$ cat config.mk
export PLATFORM = sky130hd
export DESIGN_NAME = sonar_scheduler
export DESIGN_NICKNAME = d
export VERILOG_FILES = /design/src/rtl/sonar_pkg.sv /design/src/rtl/median3.sv /design/src/rtl/sonar_scheduler.sv
export SDC_FILE = /design/constraint.sdc
export NUM_CORES = 1
export LEC_CHECK = 0
export ABC_AREA = 1
export BUFFER_PORTS_ARGS = -buffer_cell sky130_fd_sc_hd__buf_2
export CAP_MARGIN = 40
export CORE_MARGIN = 5
export CORE_UTILIZATION = 55
export CTS_BUF_LIST = sky130_fd_sc_hd__clkbuf_2
export DETAILED_ROUTE_END_ITERATION = 6
export PLACE_DENSITY = 0.81
export RECOVER_POWER = 25
export SYNTH_ARGS = -nofsm -noshare
export SYNTH_HDL_FRONTEND = slang
export SYNTH_SLANG_ARGS = --single-unit
$ cat constraint.sdc
create_clock -name clk -period 17.4 [get_ports clk]
set_input_delay 3.48 -clock clk [delete_from_list [all_inputs] [get_ports clk]]
set_output_delay 3.48 -clock clk [all_outputs]
set_load 0.02 [all_outputs]
$ cat src/rtl/sonar_pkg.sv
// -----------------------------------------------------------------------------
// sonar_pkg
// Shared types and constants for the sonar distance scheduler.
//   poll_state_t : sensor read sequencer states
//   zone_t       : motor zone decided from the filtered distance
//   distance_t   : raw / filtered distance in sensor counts (22 bits)
//   SONIC_REG    : sensor register holding the distance
// -----------------------------------------------------------------------------
package sonar_pkg;

    localparam int DIST_W = 22;

    typedef logic [DIST_W-1:0] distance_t;

    localparam logic [2:0] SONIC_REG = 3'h0;

    typedef enum logic [1:0] {
        P_IDLE    = 2'd0,
        P_REQ     = 2'd1,
        P_WAIT    = 2'd2,
        P_CAPTURE = 2'd3
    } poll_state_t;

    typedef enum logic [1:0] {
        Z_STOP = 2'd0,
        Z_MID  = 2'd1,
        Z_FAR  = 2'd2
    } zone_t;

endpackage

$ cat src/rtl/median3.sv
// -----------------------------------------------------------------------------
// median3
// Combinational median of three unsigned distances.
//   i_a, i_b, i_c : candidate distances
//   o_median      : the middle value of the three
// -----------------------------------------------------------------------------
module median3
    import sonar_pkg::*;
(
    input  distance_t i_a,
    input  distance_t i_b,
    input  distance_t i_c,
    output distance_t o_median
);

    distance_t w_lo_ab;
    distance_t w_hi_ab;
    distance_t w_hi_ab_min_c;

    // median = max(min(a,b), min(max(a,b), c))
    assign w_lo_ab       = (i_a < i_b) ? i_a : i_b;
    assign w_hi_ab       = (i_a < i_b) ? i_b : i_a;
    assign w_hi_ab_min_c = (w_hi_ab < i_c) ? w_hi_ab : i_c;
    assign o_median      = (w_lo_ab > w_hi_ab_min_c) ? w_lo_ab : w_hi_ab_min_c;

endmodule

$ cat src/rtl/sonar_scheduler.sv
// -----------------------------------------------------------------------------
// sonar_scheduler
// Periodically reads a distance from an ultrasonic sensor slave, median-filters
// it and converts the result into a motor zone (stop / mid / far speed).
//
// Ports
//   clk, reset_n       : clock (rising edge), async active-low reset
//   s_cs, s_read       : one-cycle read request to the sensor
//   s_write            : tied low, the sensor is never written
//   s_address          : always the distance register
//   s_writedata        : tied to zero
//   s_readdata         : sensor data, distance in [21:0]
//   motor_speed, run   : registered motor command
//   sample_valid       : one-cycle pulse when distance updates
//   distance           : median-filtered distance
//
// Poll FSM
//   state     | meaning
//   P_IDLE    | waiting for the interval counter to wrap
//   P_REQ     | s_cs/s_read asserted for one cycle
//   P_WAIT    | waiting out the remaining read latency
//   P_CAPTURE | s_readdata is valid and sampled
//
// Zone FSM
//   state  | meaning
//   Z_STOP | motor disabled, speed 0
//   Z_MID  | motor enabled at SPEED_MID
//   Z_FAR  | motor enabled at SPEED_FAR
// -----------------------------------------------------------------------------
module sonar_scheduler
    import sonar_pkg::*;
#(
    parameter int POLL_CYCLES = 2500000,
    parameter int RD_LATENCY  = 1,
    parameter int NEAR_TH     = 1000,
    parameter int FAR_TH      = 100000,
    parameter int HYST        = 200,
    parameter int SPEED_MID   = 4500,
    parameter int SPEED_FAR   = 3000,
    parameter int MAX_INVALID = 4
) (
    input  logic        clk,
    input  logic        reset_n,
    output logic        s_cs,
    output logic        s_read,
    output logic        s_write,
    output logic [2:0]  s_address,
    output logic [31:0] s_writedata,
    input  logic [31:0] s_readdata,
    output logic [31:0] motor_speed,
    output logic        run,
    output logic        sample_valid,
    output logic [21:0] distance
);

    localparam logic [31:0] POLL_TC   = 32'(POLL_CYCLES - 1);
    // WAIT is entered only when RD_LATENCY > 1 and lasts RD_LATENCY-1 cycles.
    localparam logic [2:0]  WAIT_LOAD = 3'((RD_LATENCY > 1) ? (RD_LATENCY - 2) : 0);
    localparam int          INV_W     = $clog2(MAX_INVALID + 1);
    localparam logic [INV_W-1:0] INV_MAX = INV_W'(MAX_INVALID);

    // Thresholds widened to 23 bits so the +HYST sums cannot wrap.
    localparam logic [22:0] TH_FAR_ENTER = 23'(FAR_TH);
    localparam logic [22:0] TH_MID_ENTER = 23'(NEAR_TH + HYST);
    localparam logic [22:0] TH_NEAR_EXIT = 23'(NEAR_TH);
    localparam logic [22:0] TH_FAR_UP    = 23'(FAR_TH + HYST);
    localparam logic [22:0] TH_FAR_EXIT  = 23'(FAR_TH - HYST);

    // ------------------------------------------------------------------
    // Poll sequencer
    // ------------------------------------------------------------------
    poll_state_t r_poll_state;
    poll_state_t w_poll_next;
    logic [31:0] r_interval;
    logic        w_interval_tc;
    logic [2:0]  r_wait_cnt;
    logic [2:0]  w_wait_next;

    assign w_interval_tc = (r_interval == POLL_TC);

    // The interval counter free-runs in every poll state so the read period
    // does not stretch with the read latency.
    always_ff @(posedge clk or negedge reset_n) begin
        if (!reset_n) begin
            r_interval   <= 32'd0;
            r_poll_state <= P_IDLE;
            r_wait_cnt   <= 3'd0;
        end else begin
            r_interval   <= w_interval_tc ? 32'd0 : (r_interval + 32'd1);
            r_poll_state <= w_poll_next;
            r_wait_cnt   <= w_wait_next;
        end
    end

    always_comb begin
        w_poll_next = r_poll_state;
        w_wait_next = r_wait_cnt;
        unique case (r_poll_state)
            P_IDLE: begin
                if (w_interval_tc) begin
                    w_poll_next = P_REQ;
                end
            end
            P_REQ: begin
                if (RD_LATENCY > 1) begin
                    w_poll_next = P_WAIT;
                    w_wait_next = WAIT_LOAD;
                end else begin
                    w_poll_next = P_CAPTURE;
                end
            end
            P_WAIT: begin
                if (r_wait_cnt == 3'd0) begin
                    w_poll_next = P_CAPTURE;
                end else begin
                    w_wait_next = r_wait_cnt - 3'd1;
                end
            end
            P_CAPTURE: begin
                w_poll_next = P_IDLE;
            end
            default: begin
                w_poll_next = P_IDLE;
            end
        endcase
    end

    assign s_cs        = (r_poll_state == P_REQ);
    assign s_read      = (r_poll_state == P_REQ);
    assign s_write     = 1'b0;
    assign s_address   = SONIC_REG;
    assign s_writedata = 32'd0;

    // ------------------------------------------------------------------
    // Sample validation and median filter
    // ------------------------------------------------------------------
    // The 3-entry window is the sample being captured plus the two previous
    // accepted samples; filtering on arrival lets distance register in the
    // same edge that retires CAPTURE.
    distance_t        w_raw;
    logic             w_capture;
    logic             w_raw_ok;
    distance_t        r_hist1;
    distance_t        r_hist2;
    logic             r_primed;
    logic [INV_W-1:0] r_invalid;
    distance_t        w_med_b;
    distance_t        w_med_c;
    distance_t        w_median;
    distance_t        r_distance;
    logic             r_sample_valid;
    logic             w_unused_rd;

    assign w_raw       = s_readdata[21:0];
    assign w_unused_rd = ^s_readdata[31:22];
    assign w_capture   = (r_poll_state == P_CAPTURE);
    assign w_raw_ok    = (w_raw != '0);

    // Before the first accepted sample the window is prefilled with it.
    assign w_med_b = r_primed ? r_hist1 : w_raw;
    assign w_med_c = r_primed ? r_hist2 : w_raw;

    median3 u_median3 (
        .i_a      (w_raw),
        .i_b      (w_med_b),
        .i_c      (w_med_c),
        .o_median (w_median)
    );

    always_ff @(posedge clk or negedge reset_n) begin
        if (!reset_n) begin
            r_hist1        <= '0;
            r_hist2        <= '0;
            r_primed       <= 1'b0;
            r_invalid      <= '0;
            r_distance     <= '0;
            r_sample_valid <= 1'b0;
        end else begin
            r_sample_valid <= 1'b0;
            if (w_capture) begin
                if (w_raw_ok) begin
                    r_hist1        <= w_raw;
                    r_hist2        <= w_med_b;
                    r_primed       <= 1'b1;
                    r_invalid      <= '0;
                    r_distance     <= w_median;
                    r_sample_valid <= 1'b1;
                end else if (r_invalid != INV_MAX) begin
                    r_invalid <= r_invalid + 1'b1;
                end
            end
        end
    end

    assign distance     = r_distance;
    assign sample_valid = r_sample_valid;

    // ------------------------------------------------------------------
    // Zone FSM
    // ------------------------------------------------------------------
    zone_t       r_zone;
    zone_t       w_zone_next;
    logic [22:0] w_dist_ext;
    logic        w_force_stop;
    logic        r_run;
    logic [31:0] r_motor_speed;
    logic [31:0] w_speed_next;

    assign w_dist_ext   = {1'b0, r_distance};
    assign w_force_stop = (r_invalid == INV_MAX);

    // A fresh sample takes priority over the invalid-run stop.
    always_comb begin
        w_zone_next = r_zone;
        if (r_sample_valid) begin
            unique case (r_zone)
                Z_STOP: begin
                    if (w_dist_ext >= TH_FAR_ENTER) begin
                        w_zone_next = Z_FAR;
                    end else if (w_dist_ext >= TH_MID_ENTER) begin
                        w_zone_next = Z_MID;
                    end
                end
                Z_MID: begin
                    if (w_dist_ext < TH_NEAR_EXIT) begin
                        w_zone_next = Z_STOP;
                    end else if (w_dist_ext >= TH_FAR_UP) begin
                        w_zone_next = Z_FAR;
                    end
                end
                Z_FAR: begin
                    if (w_dist_ext < TH_NEAR_EXIT) begin
                        w_zone_next = Z_STOP;
                    end else if (w_dist_ext < TH_FAR_EXIT) begin
                        w_zone_next = Z_MID;
                    end
                end
                default: begin
                    w_zone_next = Z_STOP;
                end
            endcase
        end else if (w_force_stop) begin
            w_zone_next = Z_STOP;
        end
    end

    always_comb begin
        w_speed_next = 32'd0;
        unique case (w_zone_next)
            Z_MID:   w_speed_next = 32'(SPEED_MID);
            Z_FAR:   w_speed_next = 32'(SPEED_FAR);
            default: w_speed_next = 32'd0;
        endcase
    end

    always_ff @(posedge clk or negedge reset_n) begin
        if (!reset_n) begin
            r_zone        <= Z_STOP;
            r_run         <= 1'b0;
            r_motor_speed <= 32'd0;
        end else begin
            r_zone        <= w_zone_next;
            r_run         <= (w_zone_next != Z_STOP);
            r_motor_speed <= w_speed_next;
        end
    end

    assign run         = r_run;
    assign motor_speed = r_motor_speed;

endmodule

After elaboration in Yosys (flattened, before gate mapping)
Index checks and enable logic that the tools add are counted.

Flip-flop bits (word level): 124. Bits of input ports: 34. Logic and storage cells: 70.

Add/subtract/negate cells: 3. $lt $le $gt $ge: 8. Equal/unequal tests: 12. Mux-type cells: 24. Bitwise logic cells: 1. Reductions and logical operators: 10.

Operators by type and width (number): 22-bit two-way mux (6); 22-bit by 17-bit greater-or-equal comparator with 1-bit output (second input constant) (2); 22-bit less-than comparator (2); 32-bit by 1-bit adder with 32-bit output (second input constant) (1); 32-bit by 22-bit equality test with 1-bit output (second input constant) (1); 32-bit two-way mux (1); 13-bit one-hot mux with 2 select lines (1); 22-bit by 11-bit greater-or-equal comparator with 1-bit output (second input constant) (1); 22-bit > comparator (1); 22-bit by 10-bit less-than comparator with 1-bit output (second input constant) (1); 22-bit by 17-bit less-than comparator with 1-bit output (second input constant) (1); 22-bit nonzero test (1); 2-bit two-way mux (10); 2-bit equality test (second input constant) (4); 2-bit one-hot mux with 4 select lines (1); 2-bit AND reduction (4); 2-bit by 1-bit equality test with 1-bit output (second input constant) (3); 3-bit two-way mux (2); 2-bit one-hot mux with 3 select lines (1); 2-bit logical NOT (2); 2-bit != test (second input constant) (2); 2-bit nonzero test (2); 3-bit by 1-bit adder with 3-bit output (second input constant) (1); 3-bit equality test (second input constant) (1); other kinds (5) (6).

Longest topological paths before layout
Gate-level depths: netlist (run 1).

Depth in word-level cells: 7. Depth in mapped cells: 45.

By module
A second synthesis (run 1) with hierarchy kept.

Cell total of the unflattened synthesis: 1382. Area total of the unflattened synthesis: 9411.5 sq um.

Modules (own cells, without submodules): sonar_scheduler (times used 1, cells each 864, area each 6571.3 sq um); median3 (times used 1, cells each 518, area each 2840.2 sq um).

Worst setup path after synthesis (run 1)
No wires, ideal clock.

Path kind: input port to flip-flop. Start: input port s_readdata[13]. End: register r_distance[0], in the netlist distance[0]. Setup time: 0.117 ns. Arrival time: 8.083 ns. Required time: 17.283 ns. Path slack: 9.201 ns. Cell stages on the path: 29. Buffers on the path: 3. Path through: inv_1 nor2_1 a21oi_1 ha_1 a21o_1 nor2_1 nand2_1 nand2_1 nand3_4 clkbuf_1 o21ai_0 ha_1 a21oi_1 o21a_1 o221ai_1 a221oi_2 clkbuf_1 nand3_1 and2_1 ha_1 nand2_1 nor2_1 nand3_1 or3b_2 nand2_1 buf_2 nand3_1 nand2_1 nand2_1.

Cells in the longest elaborated chain, start to end: 7.

RTL lines: start, declared (line sonar_scheduler.sv:49) `input logic [31:0] s_readdata,`; 22-bit two-way mux (line sonar_scheduler.sv:160) `assign w_med_b = r_primed ? r_hist1 : w_raw;`; 22-bit less-than comparator (line median3.sv:21, median3.sv:22); 22-bit two-way mux (line median3.sv:22) `assign w_hi_ab = (i_a < i_b) ? i_b : i_a;`; 22-bit less-than comparator (line median3.sv:23) `assign w_hi_ab_min_c = (w_hi_ab < i_c) ? w_hi_ab : i_c;`; 22-bit two-way mux (line median3.sv:23); 22-bit > comparator (line median3.sv:24) `assign o_median = (w_lo_ab > w_hi_ab_min_c) ? w_lo_ab : w_hi_ab_min_c;`; 22-bit two-way mux (line median3.sv:24); end signal, assigned (line sonar_scheduler.sv:186) `r_distance <= w_median;`; end, declared (line sonar_scheduler.sv:150) `distance_t r_distance;`.

Parallel ways exist; a longest one is shown, timed or not. A chain may end at the register's enable or synchronous reset.

Worst setup path in the final report (run 1)
Start: input port s_readdata[13]. End: register r_distance[2], in the netlist distance[2].

Same word-level chain as after synthesis.

==> impl_metrics.tcl, run 1 <==
set metrics [dict create \
    fp.dieArea_mm2 0.01875 \
    synth.largest_area_cell "sky130_fd_sc_hd__dfrtp_1" \
    setup_violations 0 \
    fp.dieW_um 136.9 \
    regToRegSetupSlack_ns 9.35 \
    detailedRoute.firstPassIterationCount 5 \
    async_flop_share_pct 100.0 \
    slew_viol_final 65 \
    cts.sinks 114 \
    yosysWarningCount 0 \
    grt_use_met3_pct 4.559 \
    critical_path.endpoint "distance[2]" \
    hold_viol 0 \
    number_of_maximum_capacitance_constraint_violations 1 \
    share_clk_of_total_power_pct 32.6 \
    place_congestion 0.9096 \
    design.portCount 128 \
    dominantRegCellSynth "sky130_fd_sc_hd__dfrtp_1" \
    postLayoutCoreUtil_pct 58.02 \
    cp_slowest_stage_delay_ns 0.68 \
    setup.worst_path.class "input port to flip-flop" \
    placement_rows 46 \
    max_freq_mhz 101.3 \
    worst_ep_arrival_time_ns 10.49 \
    post_cts_resize_count 0 \
    routed_wire_length_per_instance_um 13.64 \
    root_buffer_master "sky130_fd_sc_hd__clkbuf_2" \
    run_status "finished, violations left" \
    violations_in_the_final_reports "capacitance limit, slew limit" \
    grt-busiest-layer "met2" \
    yosysTopAreaCellShare_pct 32.20 \
    power-per-cell-area_mw_per_mm2 61.33 \
    post-place-ws_ns 6.967 \
    cp.required_ns 18.02 \
    hpwlAfterDp_mm 15.41 \
    fin_crit_sh_pct 56.74 \
    cellLeakagePower_nw 4.906 \
    layout_setup_ws_ns 7.528 \
    synthesis.instances 1231 \
    synth-edff-count 0 \
    insertion_delay_ns 0.74 \
    master_of_the_slowest_instance_on_the_critical_path "sky130_fd_sc_hd__nand2_2" \
    grt_util_met1_pct 32.85 \
    seq_area_frac_synth_pct 32.20 \
    synth.lib_cells_used.distinct 44 \
    worstReg2RegEnd "distance[2]" \
    dpl_cell_area_mm2 0.008986 \
    finalWorstPathRequiredPeriod_ns 9.872 \
    combinationalPowerShare_pct 20.2 \
    port-buffer-count 58 \
    via_count_of_the_first_global_routing_pass 7247 \
    worst_path_maximum_fanout 44 \
    grt_util_met2_pct 35.20 \
    clockBufferDepth 2 \
    most_used_standard_cells_in_the_synthesized_netlist "sky130_fd_sc_hd__nand2_1, sky130_fd_sc_hd__inv_1, sky130_fd_sc_hd__nor2_1, sky130_fd_sc_hd__dfrtp_1, sky130_fd_sc_hd__o21ai_0" \
    tritoncts "built" \
    route.detailed.vias_per_inst 5.316 \
    core_area_mm2 0.01583 \
    internal_power_w 0.0003672 \
    netlist_top_cells_area "sky130_fd_sc_hd__dfrtp_1, sky130_fd_sc_hd__nand2_1, sky130_fd_sc_hd__ha_1" \
    finish.cell_count_without_fillers 1498 \
    cts_post_setup_buffers_inserted 0 \
    syn-mean-instance-area_um2 7.197 \
    crit_start "s_readdata[13]" \
    grt_setup_unrepaired "no" \
    vdd.ir_drop.worst_uv 60.44 \
    crit_path_end_kind "flip-flop" \
    critPathMostFrequentCell "sky130_fd_sc_hd__nand2_1" \
    yosys_register_bits 114 \
    fin_worst_skew_ns 0.03187 \
    syn_std_cell_area_mm2 0.008860 \
    cts_made_buffers 17 \
    num-nets-final 1377 \
    worst_margin_pin_slew_ns 3.442 \
    timing.slew.headroom_pct -129.5 \
    drtAntennaViolNets 0 \
    h-tree-depth 4 \
    post-synth-top-count-cell "sky130_fd_sc_hd__nand2_1" \
    worst_r2r_startpoint "r_primed" \
    gr-total-overflow 0 \
    grt_first_pass_wirelength_mm 34.60 \
    num_vias 7964 \
    cp-start-kind "input port" \
    p_sw_w 0.0001960 \
    drt_drc_violations_left 0 \
    power.share.switching_pct 34.80 \
    rr_worst_depth 37 \
    grt_max_degree 69 \
    worst_hold_path_type "flip-flop to flip-flop" \
    final_area_mm2 0.009184 \
    start_util_pct 55.98 \
    dr.first_iter.drc_count 748 \
    grt_use_total_pct 22.78 \
    place_inst 1463 \
    finalWirelength_mm 20.44 \
    dieHeight_um 136.9 \
    fraction_of_layout_cells_with_a_size_suffix_above_1_pct 10.56 \
    layout-area-overhead-vs-synth_pct 3.658 \
    antenna_violations_before_repair 1 \
    holdBufCountCts 0 \
    clkSlewWorstSetupHoldPaths_ns 0.21 \
    tns_ns 0 \
    fraction_of_power_consumed_by_sequential_logic_pct 47.1 \
]
power groups by stage:
stage | clock network [W] | logic, W | registers, W
5_1_grt | 0.000200 | 0.000130 | 0.000266
4_1_cts | 0.000187 | 0.000113 | 0.000265
6_report | 0.000184 | 0.000114 | 0.000265
3_3_place_gp | 0 | 0.000109 | 0.000270
3_5_place_dp | 0 | 0.000112 | 0.000270
2_1_floorplan | 0 | 0.0000954 | 0.000270
flip-flops by register name, summed over array words and instances (netlist names), 3 cells and up:
| signal | cells |
|---|---|
| r_interval | 32 |
| distance | 22 |
| r_hist1 | 22 |
| r_hist2 | 22 |
| motor_speed | 3 |
| r_invalid | 3 |
| r_wait_cnt | 3 |
metrics by stage:
step	hold slack, ns	power (W)
3_3_place_gp	0.4636	0.0003795
4_1_cts	0.5019	0.0005655
3_5_place_dp	0.4704	0.0003824
5_1_grt	0.5205	0.0005957
6_report	0.4984	0.0005632
2_1_floorplan	0.4493	0.0003656
how the worst min path moves through the flow:
stage	slack (ns)	startpoint	cells past startpoint	endpoint
final	0.50	r_interval[15]	1	r_interval[15]
after global routing	0.52	r_interval[0]	1	r_interval[0]
after CTS	0.50	r_interval[15]	1	r_interval[15]
after detailed placement	0.47	r_interval[15]	1	r_interval[15]
after global placement	0.46	r_interval[15]	1	r_interval[15]
after floorplan	0.45	r_interval[15]	1	r_interval[15]
routing by layer:
layer | share of wire, % | vias up
met1 | 46 | 3648
met5 | 0 | -
met3 | 7.9 | 28
met2 | 45 | 303
li1 | - | 3985
met4 | 1.3 | 0
layout by cell type, fill, tap and decap left out, types with 6 or more instances in the layout:
| cell type | instances |
|---|---|
| sky130_fd_sc_hd__ha_1 | 77 |
| sky130_fd_sc_hd__nor3_1 | 26 |
| sky130_fd_sc_hd__a21oi_1 | 82 |
| sky130_fd_sc_hd__xor2_1 | 11 |
| sky130_fd_sc_hd__nand2_2 | 25 |
| sky130_fd_sc_hd__o21ai_0 | 109 |
| sky130_fd_sc_hd__nand2_1 | 268 |
| sky130_fd_sc_hd__nand3_1 | 59 |
| sky130_fd_sc_hd__nor2_1 | 123 |
| sky130_fd_sc_hd__nor4_1 | 10 |
| sky130_fd_sc_hd__buf_2 | 57 |
| sky130_fd_sc_hd__buf_4 | 6 |
| sky130_fd_sc_hd__conb_1 | 59 |
| sky130_fd_sc_hd__dfrtp_1 | 113 |
| sky130_fd_sc_hd__inv_1 | 130 |
| sky130_fd_sc_hd__and2_1 | 21 |
| sky130_fd_sc_hd__nand4_1 | 23 |
| sky130_fd_sc_hd__clkbuf_2 | 17 |
worst max-delay path: cells and delay by family:
family	cells	cell delay, ns
AO/OA/AOI/OAI	6	0.88
adder cells (fa/ha/maj)	3	0.93
buffers and inverters	3	0.66
AND/OR/NAND/NOR	26	4.48
kinds of logic after synthesis:
kind of cell / synth area share [%]
AO/OA/AOI/OAI: 12.99
XOR/XNOR: 1.384
adder cells (fa/ha/maj): 10.87
buffers and inverters: 13.76
flip-flops: 32.20
other: 0.04233
AND/OR/NAND/NOR: 28.75
cell type report:
| type | instances | area [um^2] |
|---|---|---|
| fillers | 1511 | 6644 |
| multi-input cells | 933 | 4965 |
| flip-flops and latches | 114 | 2854 |
| inverters | 136 | 510.5 |
| repair buffers | 64 | 334.1 |
| well taps | 216 | 270.3 |
| clock inverters | 15 | 157.7 |
| clock buffers | 17 | 85.08 |
| diodes | 3 | 7.507 |
No activity file was read; power rests on OpenSTA's default activity.
==> run 2: changes to the inputs <==
--- a/config.mk
+++ b/config.mk
@@ -5,14 +5,14 @@
 export SDC_FILE = /design/constraint.sdc
 export NUM_CORES = 1
 export LEC_CHECK = 0
-export ABC_AREA = 1
+export ABC_AREA = 0
 export BUFFER_PORTS_ARGS = -buffer_cell sky130_fd_sc_hd__buf_2
 export CAP_MARGIN = 40
 export CORE_MARGIN = 5
-export CORE_UTILIZATION = 55
+export CORE_UTILIZATION = 54
 export CTS_BUF_LIST = sky130_fd_sc_hd__clkbuf_2
 export DETAILED_ROUTE_END_ITERATION = 6
-export PLACE_DENSITY = 0.81
+export PLACE_DENSITY = 0.84
 export RECOVER_POWER = 25
 export SYNTH_ARGS = -nofsm -noshare
 export SYNTH_HDL_FRONTEND = slang
==> constraint.sdc (replaced) <==
create_clock -name clk -period 8.1 [get_ports clk]
set_input_delay 1.62 -clock clk [delete_from_list [all_inputs] [get_ports clk]]
set_output_delay 1.62 -clock clk [all_outputs]
set_load 0.02 [all_outputs]
==> run 2 against run 1 <==
  * The run still ends with capacitance limit, slew limit left
  * Area after synthesis decreased by 8.5%
  * Global-route usage decreased by 0.90 points
  * Die area shrank 6.3%
  * Power up 150%
  * Cell count is 19% lower
  * Combinational power grew to 3.2 times the previous value
  * Core utilization rose by 1.2 points
  * Highest routed layer unchanged
==> impl_metrics.tcl, run 2 <==
set metrics [dict create \
    yosys_register_bits 114 \
    timing.slew.headroom_pct -64.50 \
    syn-mean-instance-area_um2 8.418 \
    grt_max_degree 93 \
    fin_crit_sh_pct 90.54 \
    netlist_top_cells_area "sky130_fd_sc_hd__dfrtp_1, sky130_fd_sc_hd__ha_1, sky130_fd_sc_hd__nand2_1" \
    cellLeakagePower_nw 4.392 \
    largest_register_ffs 32 \
    via_count_of_the_first_global_routing_pass 6353 \
    core_area_mm2 0.01464 \
    layout-area-overhead-vs-synth_pct 6.976 \
    synth.largest_area_cell "sky130_fd_sc_hd__dfrtp_1" \
    tritoncts "built" \
    critPathMostFrequentCell "sky130_fd_sc_hd__a21oi_1" \
    master_of_the_slowest_instance_on_the_critical_path "sky130_fd_sc_hd__a21oi_1" \
    fp.dieArea_mm2 0.01756 \
    slew_viol_final 47 \
    regToRegSetupSlack_ns 1.13 \
    postLayoutCoreUtil_pct 59.22 \
    run_status "finished, violations left" \
    dominantRegCellSynth "sky130_fd_sc_hd__dfrtp_1" \
    start_util_pct 55.36 \
    grt_first_pass_wirelength_mm 31.28 \
    yosysTopAreaCellShare_pct 35.19 \
    h-tree-depth 4 \
    cts.sinks 114 \
    cts_made_buffers 17 \
    worst_ep_arrival_time_ns 7.93 \
    port-buffer-count 58 \
    worst_margin_pin_slew_ns 2.467 \
    clkSlewWorstSetupHoldPaths_ns 0.17 \
    antenna_violations_before_repair 1 \
    finalWirelength_mm 18.90 \
    yosysWarningCount 0 \
    finalWorstPathRequiredPeriod_ns 7.334 \
    seq_area_frac_synth_pct 35.19 \
    dr.first_iter.drc_count 521 \
    violations_in_the_final_reports "capacitance limit, slew limit" \
    post-synth-top-count-cell "sky130_fd_sc_hd__nand2_1" \
    dieHeight_um 132.5 \
    fp.dieW_um 132.5 \
    cts_post_setup_buffers_inserted 0 \
    holdBufCountCts 0 \
    crit_path_end_kind "flip-flop" \
    worst_path_maximum_fanout 61 \
    number_of_maximum_capacitance_constraint_violations 1 \
    registers.top_by_ff_count "r_interval" \
    grt_use_total_pct 21.88 \
    cp-start-kind "input port" \
    num-nets-final 1126 \
    synthesis.instances 963 \
    placement_rows 44 \
    synth-edff-count 0 \
    fin_worst_skew_ns 0.03454 \
    hpwlAfterDp_mm 14.34 \
    grt_setup_unrepaired "no" \
    worst_hold_path_type "flip-flop to flip-flop" \
    route.detailed.vias_per_inst 5.632 \
    place_congestion 0.9664 \
    insertion_delay_ns 0.74 \
    num_vias 6832 \
    tns_ns 0 \
    fraction_of_layout_cells_with_a_size_suffix_above_1_pct 11.67 \
    design.portCount 128 \
    routed_wire_length_per_instance_um 15.58 \
    async_flop_share_pct 100.0 \
    hold_viol 0 \
    post_cts_resize_count 0 \
    drtAntennaViolNets 0 \
    vdd.ir_drop.worst_uv 99.32 \
    setup.worst_path.class "input port to flip-flop" \
    power-per-cell-area_mw_per_mm2 159.3 \
    root_buffer_master "sky130_fd_sc_hd__clkbuf_2" \
    max_freq_mhz 136.4 \
    cp.required_ns 8.70 \
    crit_buf_inv 3 \
    setup_violations 0 \
    clockBufferDepth 2 \
    final_cell_mix "sky130_fd_sc_hd__nand2_1, sky130_fd_sc_hd__dfrtp_1, sky130_fd_sc_hd__a21oi_1" \
    gr-total-overflow 0 \
    most_used_standard_cells_in_the_synthesized_netlist "sky130_fd_sc_hd__nand2_1, sky130_fd_sc_hd__dfrtp_1, sky130_fd_sc_hd__a21oi_1, sky130_fd_sc_hd__ha_1, sky130_fd_sc_hd__buf_4" \
    drt_drc_violations_left 0 \
    detailedRoute.firstPassIterationCount 6 \
    synth.lib_cells_used.distinct 59 \
    syn_std_cell_area_mm2 0.008107 \
    critPathTopFamily "compound AO/OA/AOI/OAI gates" \
    cp_slowest_stage_delay_ns 0.61 \
    layout.cells.most_common "sky130_fd_sc_hd__nand2_1" \
]
==> run 2: path summary, 6_finish.rpt <==
| path | startpoint | endpoint | depth (start not counted) |
|---|---|---|---|
| setup / recovery | s_readdata[15] | distance[0] | 28 |
| max in group asynchronous | reset_n | distance[16] | 3 |
| setup reg to reg | r_primed | distance[0] | 28 |
| hold reg to reg | r_interval[31] | r_interval[31] | 1 |
| hold / removal | r_interval[31] | r_interval[31] | 1 |
| min in group asynchronous | reset_n | r_interval[12] | 1 |
==> run 2: metal layers <==
| layer | wire length [um] | track usage, % |
|---|---|---|
| met5 | 0 | 0 |
| met4 | 422 | 8.025 |
| met3 | 1355 | 4.100 |
| met2 | 8534 | 34.40 |
| met1 | 8585 | 30.26 |
==> run 2: final cells by class <==
class                           count  area, um^2
Clock inverter                     15       206.4
Sequential cell                   114        2854
Inverter                           33       123.9
Timing Repair Buffer               81       490.5
Clock buffer                       17       85.08
Fill cell                        1271        5972
Multi-Input combinational cell    768        4679
Tap cell                          184       230.2
Antenna cell                        1       2.502
==> run 2: cells by family after synthesis <==
kind of cell	count (synthesis)	share of synthesized area (%)
compound gates	238	17.83
xor+xnor	30	3.241
other cells	1	0.04626
simple gates	348	20.02
fa+ha+maj	77	11.88
mux	16	1.991
buf+inv	139	9.801
flops	114	35.19
==> run 2: through the flow <==
| stage | hold WS (ns) | total power [W] | setup WS, ns | cells | area [um^2] |
|---|---|---|---|---|---|
| global route | 0.5038 | 0.001464 | 0.2430 | 1213 | 8672 |
| CTS | 0.4898 | 0.001387 | 0.9833 | 1212 | 8677 |
| floorplan | 0.4429 | 0.0008540 | 1.249 | 1021 | 8324 |
| global placement | 0.4592 | 0.0009184 | 0.3921 | 1179 | 8358 |
| detailed placement | 0.4625 | 0.0009320 | 0.2014 | 1180 | 8386 |
| finish | 0.4885 | 0.001382 | 0.7660 | 1213 | 8672 |
==> run 2: worst reg2reg max path: cells and delay by family (launching register included) <==
kind            cells  cell delay [ns]
mux                 1             0.35
flops               1             0.53
fa+ha+maj           3             0.91
compound gates     12             3.01
buf+inv             3             0.79
simple gates        9             1.22
==> run 2: where the power goes <==
part           switching, W  internal, W
combinational      0.000232     0.000128
clock              0.000246     0.000206
sequential                0     0.000570
==> run 3: changes to the inputs <==
--- a/config.mk
+++ b/config.mk
@@ -9,10 +9,10 @@
 export BUFFER_PORTS_ARGS = -buffer_cell sky130_fd_sc_hd__buf_2
 export CAP_MARGIN = 40
 export CORE_MARGIN = 5
-export CORE_UTILIZATION = 54
+export CORE_UTILIZATION = 32
 export CTS_BUF_LIST = sky130_fd_sc_hd__clkbuf_2
 export DETAILED_ROUTE_END_ITERATION = 6
-export PLACE_DENSITY = 0.84
+export PLACE_DENSITY = 0.56
 export RECOVER_POWER = 25
 export SYNTH_ARGS = -nofsm -noshare
 export SYNTH_HDL_FRONTEND = slang
==> run 3 against run 2 <==
  * The flow still finishes with violations (capacitance limit, slew limit)
  * Clock power decreased by 13%
  * Non-clock buffer count rose by 20
  * Global-route usage down 7.2 points
  * Power down 2.9%
  * Combinational power rose by 4%
  * Count of clock-buffer cells in the layout unchanged
==> impl_metrics.tcl, run 3 (synthesized netlist as in run 2, its figures left out) <==
set metrics [dict create \
    cp-start-kind "input port" \
    timing.slew.headroom_pct -109.7 \
    num-nets-final 1146 \
    fillCellCount 2676 \
    cellLeakagePower_nw 4.466 \
    finalWorstPathRequiredPeriod_ns 7.323 \
    core_area_mm2 0.02504 \
    fraction_of_layout_cells_with_a_size_suffix_above_1_pct 13.45 \
    antenna_violations_before_repair 0 \
    cts_post_setup_buffers_inserted 0 \
    tritoncts "built" \
    worst_path_maximum_fanout 45 \
    route.detailed.vias_per_inst 4.901 \
    crit_path_end_kind "flip-flop" \
    hold_depth 1 \
    crit_start "s_readdata[15]" \
    worst_r2r_startpoint "r_primed" \
    final_cell_mix "sky130_fd_sc_hd__nand2_1, sky130_fd_sc_hd__dfrtp_1, sky130_fd_sc_hd__a21oi_1" \
    rr_worst_depth 29 \
    holdBufCountCts 0 \
    max_freq_mhz 136.6 \
    power-per-cell-area_mw_per_mm2 149.7 \
    fp.dieW_um 169.2 \
    hpwlAfterDp_mm 16.14 \
    postLayoutCoreUtil_pct 35.79 \
    fin_worst_skew_ns 0.06310 \
    crit_buf_inv 4 \
    grt_use_total_pct 14.73 \
    largest_register_ffs 32 \
    grt_first_pass_wirelength_mm 33.80 \
    finish.cell_count_without_fillers 1378 \
    path_depth 29 \
    registers.top_by_ff_count "r_interval" \
    worst_hold_path_type "flip-flop to flip-flop" \
    master_of_the_slowest_instance_on_the_critical_path "sky130_fd_sc_hd__a21oi_1" \
    vdd.ir_drop.worst_uv 73.09 \
    via_count_of_the_first_global_routing_pass 6413 \
    design.portCount 128 \
    clkSlewWorstSetupHoldPaths_ns 0.20 \
    finalWirelength_mm 21.26 \
    place_congestion 0.8442 \
    number_of_maximum_capacitance_constraint_violations 1 \
    cts.sinks 114 \
    worstReg2RegEnd "distance[0]" \
    worst_margin_pin_slew_ns 3.146 \
    detailedRoute.firstPassIterationCount 7 \
    critPathMostFrequentCell "sky130_fd_sc_hd__a21oi_1" \
    fp.dieArea_mm2 0.02862 \
    regToRegSetupSlack_ns 0.88 \
    grt_max_degree 75 \
    clockBufferDepth 2 \
    setup.worst_path.class "input port to flip-flop" \
    gr-total-overflow 0 \
    area_occupied_by_multi_input_gates_mm2 0.004679 \
    placement_rows 58 \
    drtAntennaViolNets 0 \
    antennaDiodeCount 0 \
    num_vias 6753 \
    violations_in_the_final_reports "capacitance limit, slew limit" \
    worst_ep_arrival_time_ns 7.91 \
    cts_made_buffers 17 \
    layout_setup_ws_ns 0.7774 \
    post-place-ws_ns 0.1529 \
    run_status "finished, violations left" \
    dr.first_iter.drc_count 483 \
    start_util_pct 32.38 \
    insertion_delay_ns 0.74 \
    layout-area-overhead-vs-synth_pct 10.53 \
    root_buffer_master "sky130_fd_sc_hd__clkbuf_2" \
    critical_path.endpoint "distance[0]" \
    critPathTopFamily "compound AO/OA/AOI/OAI gates" \
    routed_wire_length_per_instance_um 15.43 \
    place_inst 1346 \
    cp_slowest_stage_delay_ns 0.50 \
    port-buffer-count 58 \
    hold_viol 0 \
    ff_latch_area_mm2 0.002854 \
    fin_crit_sh_pct 90.40 \
    slew_viol_final 56 \
    h-tree-depth 4 \
    drt_drc_violations_left 0 \
    setup_violations 0 \
    layout.cells.most_common "sky130_fd_sc_hd__nand2_1" \
    grt_setup_unrepaired "no" \
    dieHeight_um 169.2 \
    post_cts_resize_count 0 \
    cp.required_ns 8.69 \
]
run 3: layout make-up:
class,count,share of cell area [%]
clock buffer,17,0.9496
clock inverter,15,1.648
inverter,33,1.382
multi-input combinational,768,52.23
sequential,114,31.85
tap,330,4.608
timing repair buffer,101,7.331
run 3: worst min-delay path by stage:
stage	startpoint	endpoint	slack, ns
2_1_floorplan	r_interval[31]	r_interval[31]	0.44
3_3_place_gp	r_hist1[17]	r_hist1[17]	0.46
3_5_place_dp	r_hist1[17]	r_hist1[17]	0.46
4_1_cts	r_wait_cnt[0]	r_wait_cnt[0]	0.49
5_1_grt	r_interval[31]	r_interval[31]	0.50
6_report	r_wait_cnt[0]	r_wait_cnt[0]	0.49
run 3: through the flow:
step | cell area (um^2) | hold WS [ns] | total power (W) | setup TNS [ns]
floorplan | 8324 | 0.4429 | 0.0008540 | 0
global placement | 8676 | 0.4584 | 0.0009464 | -0.1142
detailed placement | 8731 | 0.4624 | 0.0009527 | 0
CTS | 8964 | 0.4928 | 0.001354 | 0
global route | 8960 | 0.5036 | 0.001423 | 0
finish | 8960 | 0.4913 | 0.001341 | 0
run 3: per-layer routing:
metal / track usage [%] / up-vias / wire [um]
li1: - / 3402 / -
met1: 21.88 / 3154 / 10640
met2: 22.25 / 180 / 9114
met3: 2.609 / 17 / 1252
met4: 3.605 / 0 / 252
met5: 0 / - / 0
run 3: power by group:
| group | switching [W] | internal, W | leakage (nW) | total [W] |
|---|---|---|---|---|
| clock network | 0.000275 | 0.000120 | 0.136 | 0.000395 |
| registers | 0 | 0.000570 | 1.57 | 0.000570 |
| logic | 0.000241 | 0.000135 | 2.76 | 0.000376 |
